`src/rtl/cadence_meter.sv`:
```
// Crank cadence meter: sensor sync, debounce, edge-to-edge period, 2^AVG_LOG2 averaging and a
// restoring divider turning the mean period into RPM. Declares a stopped crank on timeout.
module cadence_meter #(
    parameter int unsigned CLK_HZ          = 50_000_000,
    parameter int unsigned MAGNETS         = 8,
    parameter int unsigned DEBOUNCE_CYCLES = 50_000,
    parameter int unsigned TIMEOUT_CYCLES  = 75_000_000,
    parameter int unsigned AVG_LOG2        = 2
) (
    input  logic       CLOCK_50,
    input  logic       reset,
    input  logic       PedalSensor,
    output logic [7:0] Cadence,
    output logic       CadenceValid,
    output logic       PedalStopped
);

    localparam int unsigned DEPTH = 1 << AVG_LOG2;
    localparam int unsigned PTR_W = (AVG_LOG2 > 0) ? AVG_LOG2 : 1;
    localparam int unsigned SUM_W = 32 + AVG_LOG2;
    localparam logic [31:0] K     = 32'(64'(60) * 64'(CLK_HZ) / 64'(MAGNETS));

    typedef enum logic [2:0] {StIdle, StArmed, StMeasure, StDivide, StUpdate} state_t;

    // Front end
    logic        r_sync1, r_sync2;
    logic [31:0] r_db_cnt, w_db_cnt_next, w_db_cnt_inc;
    logic        r_db_level, w_db_level_next;
    logic        r_event, w_event_next;
    logic [31:0] r_period_cnt, w_period_cnt_next;
    logic        w_db_differ, w_timeout;

    // Measurement FSM and datapath
    state_t             r_state, w_state_next;
    logic [31:0]        r_hist [DEPTH];
    logic [31:0]        w_hist_next [DEPTH];
    logic [PTR_W-1:0]   r_wr_ptr, w_wr_ptr_next;
    logic [SUM_W-1:0]   r_sum, w_sum_next, w_sum_upd;
    logic               r_pend_valid, w_pend_valid_next;
    logic [31:0]        r_pend_period, w_pend_period_next;
    logic [31:0]        w_new_period;
    logic [4:0]         r_div_idx, w_div_idx_next;
    logic [31:0]        r_divisor, w_divisor_next;
    logic [31:0]        r_rem, w_rem_next;
    logic [31:0]        r_quot, w_quot_next;
    logic [32:0]        w_rem_shift, w_rem_diff;
    logic               w_abort;
    logic [7:0]         r_cadence, w_cadence_next;
    logic               r_valid, w_valid_next;
    logic               r_stopped, w_stopped_next;

    always_comb begin
        w_db_cnt_inc    = r_db_cnt + 32'd1;
        w_db_differ     = (r_sync2 != r_db_level);
        w_db_cnt_next   = '0;
        w_db_level_next = r_db_level;
        w_event_next    = 1'b0;
        if (w_db_differ) begin
            if (w_db_cnt_inc >= DEBOUNCE_CYCLES) begin
                w_db_level_next = r_sync2;
                w_event_next    = r_sync2;
            end else begin
                w_db_cnt_next = w_db_cnt_inc;
            end
        end
        if (r_event) begin
            w_period_cnt_next = 32'd1;
        end else if (r_period_cnt < TIMEOUT_CYCLES) begin
            w_period_cnt_next = r_period_cnt + 32'd1;
        end else begin
            w_period_cnt_next = r_period_cnt;
        end
        // An event in the same cycle beats the timeout.
        w_timeout = (r_period_cnt >= TIMEOUT_CYCLES) && !r_event;
    end

    // Restoring divider step; remainder stays below the divisor, so bit 32 of the
    // difference is a clean borrow flag.
    always_comb begin
        w_rem_shift = {r_rem, r_quot[31]};
        w_rem_diff  = w_rem_shift - {1'b0, r_divisor};
    end

    always_comb begin
        w_state_next       = r_state;
        w_hist_next        = r_hist;
        w_wr_ptr_next      = r_wr_ptr;
        w_sum_next         = r_sum;
        w_pend_valid_next  = r_pend_valid;
        w_pend_period_next = r_pend_period;
        w_div_idx_next     = r_div_idx;
        w_divisor_next     = r_divisor;
        w_rem_next         = r_rem;
        w_quot_next        = r_quot;
        w_cadence_next     = r_cadence;
        w_valid_next       = 1'b0;
        w_stopped_next     = r_stopped;
        w_abort            = 1'b0;
        w_new_period       = r_pend_valid ? r_pend_period : r_period_cnt;
        w_sum_upd          = r_sum - SUM_W'(r_hist[r_wr_ptr]) + SUM_W'(w_new_period);

        unique case (r_state)
            StIdle: begin
                if (r_event) begin
                    w_state_next = StArmed;
                end
            end
            StArmed: begin
                if (r_event) begin
                    for (int unsigned i = 0; i < DEPTH; i++) begin
                        w_hist_next[i] = r_period_cnt;
                    end
                    w_wr_ptr_next  = '0;
                    w_sum_next     = SUM_W'(r_period_cnt) << AVG_LOG2;
                    w_divisor_next = r_period_cnt;
                    w_rem_next     = '0;
                    w_quot_next    = K;
                    w_div_idx_next = '0;
                    w_state_next   = StDivide;
                end else if (w_timeout) begin
                    w_abort = 1'b1;
                end
            end
            StMeasure: begin
                if (r_pend_valid || r_event) begin
                    w_hist_next[r_wr_ptr] = w_new_period;
                    w_wr_ptr_next = (r_wr_ptr == PTR_W'(DEPTH - 1)) ? '0 : r_wr_ptr + 1'b1;
                    w_sum_next    = w_sum_upd;
                    // A fresh event arriving while the pending one is applied becomes pending.
                    w_pend_valid_next  = r_pend_valid && r_event;
                    w_pend_period_next = r_period_cnt;
                    w_divisor_next     = w_sum_upd[SUM_W-1:AVG_LOG2];
                    w_rem_next         = '0;
                    w_quot_next        = K;
                    w_div_idx_next     = '0;
                    w_state_next       = StDivide;
                end else if (w_timeout) begin
                    w_abort = 1'b1;
                end
            end
            StDivide: begin
                w_rem_next     = w_rem_diff[32] ? w_rem_shift[31:0] : w_rem_diff[31:0];
                w_quot_next    = {r_quot[30:0], ~w_rem_diff[32]};
                w_div_idx_next = r_div_idx + 5'd1;
                if (r_div_idx == 5'd31) begin
                    w_state_next = StUpdate;
                end
                if (r_event) begin
                    w_pend_valid_next  = 1'b1;
                    w_pend_period_next = r_period_cnt;
                end else if (w_timeout) begin
                    w_abort = 1'b1;
                end
            end
            StUpdate: begin
                w_cadence_next = (r_quot > 32'd255) ? 8'hFF : r_quot[7:0];
                w_valid_next   = 1'b1;
                w_stopped_next = 1'b0;
                w_state_next   = StMeasure;
                if (r_event) begin
                    w_pend_valid_next  = 1'b1;
                    w_pend_period_next = r_period_cnt;
                end
            end
            default: begin
                w_state_next = StIdle;
            end
        endcase

        if (w_abort) begin
            for (int unsigned i = 0; i < DEPTH; i++) begin
                w_hist_next[i] = '0;
            end
            w_wr_ptr_next     = '0;
            w_sum_next        = '0;
            w_pend_valid_next = 1'b0;
            w_cadence_next    = 8'd0;
            w_stopped_next    = 1'b1;
            w_valid_next      = (r_state != StArmed);
            w_state_next      = StIdle;
        end
    end

    always_ff @(posedge CLOCK_50 or posedge reset) begin
        if (reset) begin
            r_sync1       <= 1'b0;
            r_sync2       <= 1'b0;
            r_db_cnt      <= '0;
            r_db_level    <= 1'b0;
            r_event       <= 1'b0;
            r_period_cnt  <= '0;
            r_state       <= StIdle;
            for (int unsigned i = 0; i < DEPTH; i++) begin
                r_hist[i] <= '0;
            end
            r_wr_ptr      <= '0;
            r_sum         <= '0;
            r_pend_valid  <= 1'b0;
            r_pend_period <= '0;
            r_div_idx     <= '0;
            r_divisor     <= '0;
            r_rem         <= '0;
            r_quot        <= '0;
            r_cadence     <= 8'd0;
            r_valid       <= 1'b0;
            r_stopped     <= 1'b1;
        end else begin
            r_sync1       <= PedalSensor;
            r_sync2       <= r_sync1;
            r_db_cnt      <= w_db_cnt_next;
            r_db_level    <= w_db_level_next;
            r_event       <= w_event_next;
            r_period_cnt  <= w_period_cnt_next;
            r_state       <= w_state_next;
            r_hist        <= w_hist_next;
            r_wr_ptr      <= w_wr_ptr_next;
            r_sum         <= w_sum_next;
            r_pend_valid  <= w_pend_valid_next;
            r_pend_period <= w_pend_period_next;
            r_div_idx     <= w_div_idx_next;
            r_divisor     <= w_divisor_next;
            r_rem         <= w_rem_next;
            r_quot        <= w_quot_next;
            r_cadence     <= w_cadence_next;
            r_valid       <= w_valid_next;
            r_stopped     <= w_stopped_next;
        end
    end

    assign Cadence      = r_cadence;
    assign CadenceValid = r_valid;
    assign PedalStopped = r_stopped;

endmodule

```
`config.mk`:
```
export PLATFORM = sky130hd
export DESIGN_NAME = cadence_meter
export DESIGN_NICKNAME = d
export VERILOG_FILES = /design/src/rtl/cadence_meter.sv
export SDC_FILE = /design/constraint.sdc
export NUM_CORES = 1
export LEC_CHECK = 0
export ABC_CLOCK_PERIOD_IN_PS = 12400
export BUFFER_PORTS_ARGS = -buffer_cell sky130_fd_sc_hd__buf_2
export CAP_MARGIN = 25
export CELL_PAD_IN_SITES_DETAIL_PLACEMENT = 1
export CELL_PAD_IN_SITES_GLOBAL_PLACEMENT = 2
export CORE_UTILIZATION = 38
export DETAILED_ROUTE_END_ITERATION = 12
export PLACE_DENSITY_LB_ADDON = 0.1
export SLEW_MARGIN = 10
export SYNTH_ARGS = -nofsm -noshare
export SYNTH_HDL_FRONTEND = slang
export SYNTH_SLANG_ARGS = --single-unit
```
`constraint.sdc`:
```
create_clock -name CLOCK_50 -period 12.4 [get_ports CLOCK_50]
set_clock_uncertainty 0.1 [all_clocks]
set_input_delay 2.48 -clock CLOCK_50 [delete_from_list [all_inputs] [get_ports CLOCK_50]]
set_output_delay 2.48 -clock CLOCK_50 [all_outputs]
set_load 0.03 [all_outputs]
```
==> impl_metrics.yaml <==
global_route:
  grt_pass1_wl_um: 100100
  grt-ovfl-total: 0
  first_global_vias: 17820
  grt_max_degree: 150
  antenna_found_initial: 1
  track_usage: 0.2215
die:
  core_um2: 55520
  rows: 86
  die_w_um: 240.0
  start_util: 0.3878
  io_pins: 13
  fp.dieArea_um2: 57610
  die_h_um: 240.0
sta:
  min_period_ns: 5.150
  finalCritPeriodShare: 0.4153
  worstMarginPinSlew_ns: 1.074
  fin_ws_ns: 7.250
  slew_violations: 0
  finalHoldViolCount: 0
  max_freq_mhz: 194.2
  timing.hold.ws_ns: 0.2472
  setup_tns_ns: 0
  rsz0062_at_grt: "false"
  setup_violations: 0
  relSlewSlack: 0.2841
job:
  maxCapViolCount: 0
cts:
  cts.sinks: 379
  cts_resized: 0
  postCtsSetupRepairBufs: 0
  cts_buffers: 48
  root_buffer: "clkbuf_16"
  cts_tree: "built"
  cts_hold_buf: 0
  cts_max_level: 2
  clock_path_buffers: 3
  clock_latency_ns: 0.61
  clk_pin_slew_ns: 0.06
placed_design:
  placed_cells: 2980
  preCtsSetupSlack_ns: 6.824
  gp_congestion: 0.8129
  io_buffers: 12
  hpwl_um: 41690
route:
  drt-total-wl_um: 61910
  avgViaCountPerCell: 5.462
  met1_length_um: 30860
  wl_per_cell_um: 20.18
  dr_wl_met3_um: 1655
  met2_length_um: 28480
  highest_layer: "met4"
  antenna_left: 0
  dr.first_iter.drc_count: 824
  drc_errors: 0
  via_count: 16760
  drt-pass1-iter-count: 4
cells_and_area:
  fin_cells: 3068
  final_layout_size_suffix_gt1_frac: 0.09573
  area_delta_synth_final_pct: 11.45
  fin_util: 0.4322
  fin_nets: 2394
  mostFrequentLayoutCell: "nand2_1"
  mostFrequentLayoutCells: "nand2_1 (406), dfrtp_1 (376), a21oi_1 (256)"
power_and_ir_drop:
  irDropWorstVdd_v: 0.0001658
  pwr-share-clk: 0.210
  power_density_nw_per_um2: 279.3
  swShare: 0.4296
  p_int_mw: 3.823
  p_sw_mw: 2.879
  leakage_nw: 10.95
  pwr-share-comb: 0.530
  share_seq_of_total_power: 0.261
setup_path:
  cpMostUsedCell: "o21bai_1"
  path_delay_family: "compound AO/OA/AOI/OAI gates"
  crit_chain: "buf_4 -> mux4_2 -> fa_1 -> inv_1 -> ha_1 -> a21o_1 -> a21oi_1 -> nand2_1 -> o21ai_1 -> o21bai_1 -> a41oi_1 -> o21bai_1 -> xnor2_1 -> a221oi_1"
  cp_slowest_stage_delay_ns: 0.61
  crit_type: "reg2reg"
  cp_max_fo: 36
  worstPathArrival_ns: 5.53
  cp_slowest_cell: "mux4_2"
  startpoint_type: "register"
  required_ns: 12.78
  crit_buf_inv: 2
  end_kind: "register"
logic_synthesis:
  ys_seq_area_frac: 0.4406
  ys.flop_type: "dfrtp_1"
  ys_types: 78
  ys_ff_latch: 379
  synth-edff-count: 0
  syn_area_per_cell_um2: 9.333
  netlist_instances: 2307
  synth_async_sr_flop_share: 1.000
  ys_warn_count: 0
  netlist_area_um2: 21530
hold_path:
  hp-class: "reg2reg"
run_status:
  status: "completed"
-- worst paths after layout --
path	cells past startpoint	slack (ns)	startpoint	end
worst max-delay path	14	7.25	r_wr_ptr[0]	r_sum[29]
worst min-delay path	0	0.25	r_sync1	r_sync2
worst max register to register	14	7.25	r_wr_ptr[0]	r_sum[29]
worst min register to register	0	0.25	r_sync1	r_sync2
max in group asynchronous	5	7.54	reset	r_wr_ptr[0]
min in group asynchronous	2	1.96	reset	r_quot[5]
-- per-stage QoR --
step,total power [mW],instance area (um2)
global placement,5.267,22380
CTS,6.787,23970
floorplan,4.443,21590
global route,7.260,23990
finish,6.703,24000
detailed placement,5.339,22390
-- area by class of cell --
type,count,area [um2]
Fill cell,6388,31530
Multi-Input combinational cell,1651,11050
Sequential cell,379,9488
Clock buffer,74,1409
Tap cell,748,935.9
Inverter,157,593.1
Timing Repair Buffer,46,345.3
Clock inverter,12,168.9
Antenna cell,1,2.502
-- power groups by stage --
| stage | sequential [mW] | clock (mW) | combinational [mW] |
|---|---|---|---|
| 6_report | 1.75 | 1.41 | 3.55 |
| 5_1_grt | 1.78 | 1.50 | 3.98 |
| 4_1_cts | 1.75 | 1.45 | 3.59 |
| 2_1_floorplan | 1.70 | 0 | 2.75 |
| 3_3_place_gp | 1.75 | 0 | 3.51 |
| 3_5_place_dp | 1.76 | 0 | 3.57 |
-- flip-flops by register name, summed over array words and instances, names as in the netlist, 2 cells and up --
| signal | cells |
|---|---|
| r_hist | 128 |
| r_sum | 34 |
| r_db_cnt | 32 |
| r_divisor | 32 |
| r_pend_period | 32 |
| r_period_cnt | 32 |
| r_quot | 32 |
| r_rem | 32 |
| Cadence | 8 |
| r_div_idx | 5 |
| r_state | 3 |
| r_wr_ptr | 2 |
-- logic make-up after synthesis --
kind of cell	count (synthesis)	share of synthesized area
muxes	125	0.07874
and+or+nand+nor	729	0.1505
DFF	379	0.4406
other	1	0.0001742
AOI/OAI and AO/OA	568	0.1609
adders and majority gates	108	0.07427
buffers and inverters	292	0.05219
xor gates and xnor gates	105	0.04271
-- per-layer routing --
metal  GRT usage  vias up
met5           0        -
met4     0.04362        0
met3     0.03100       67
met2      0.3554      131
met1      0.3185     8662
li1            -     7897
-- synth_stat cells, types with 37 or more instances --
cell / n / share of area
a21oi_1: 257 / 0.060
clkbuf_1: 119 / 0.021
dfrtp_1: 378 / 0.44
ha_1: 75 / 0.044
inv_1: 157 / 0.027
mux2i_1: 58 / 0.027
nand2_1: 407 / 0.071
nand3_1: 41 / 0.0095
nor2_1: 127 / 0.022
o21ai_0: 73 / 0.017
o21ai_1: 37 / 0.0086
xnor2_1: 51 / 0.021
xor2_1: 54 / 0.022
Power figures use the tool's default switching activity.
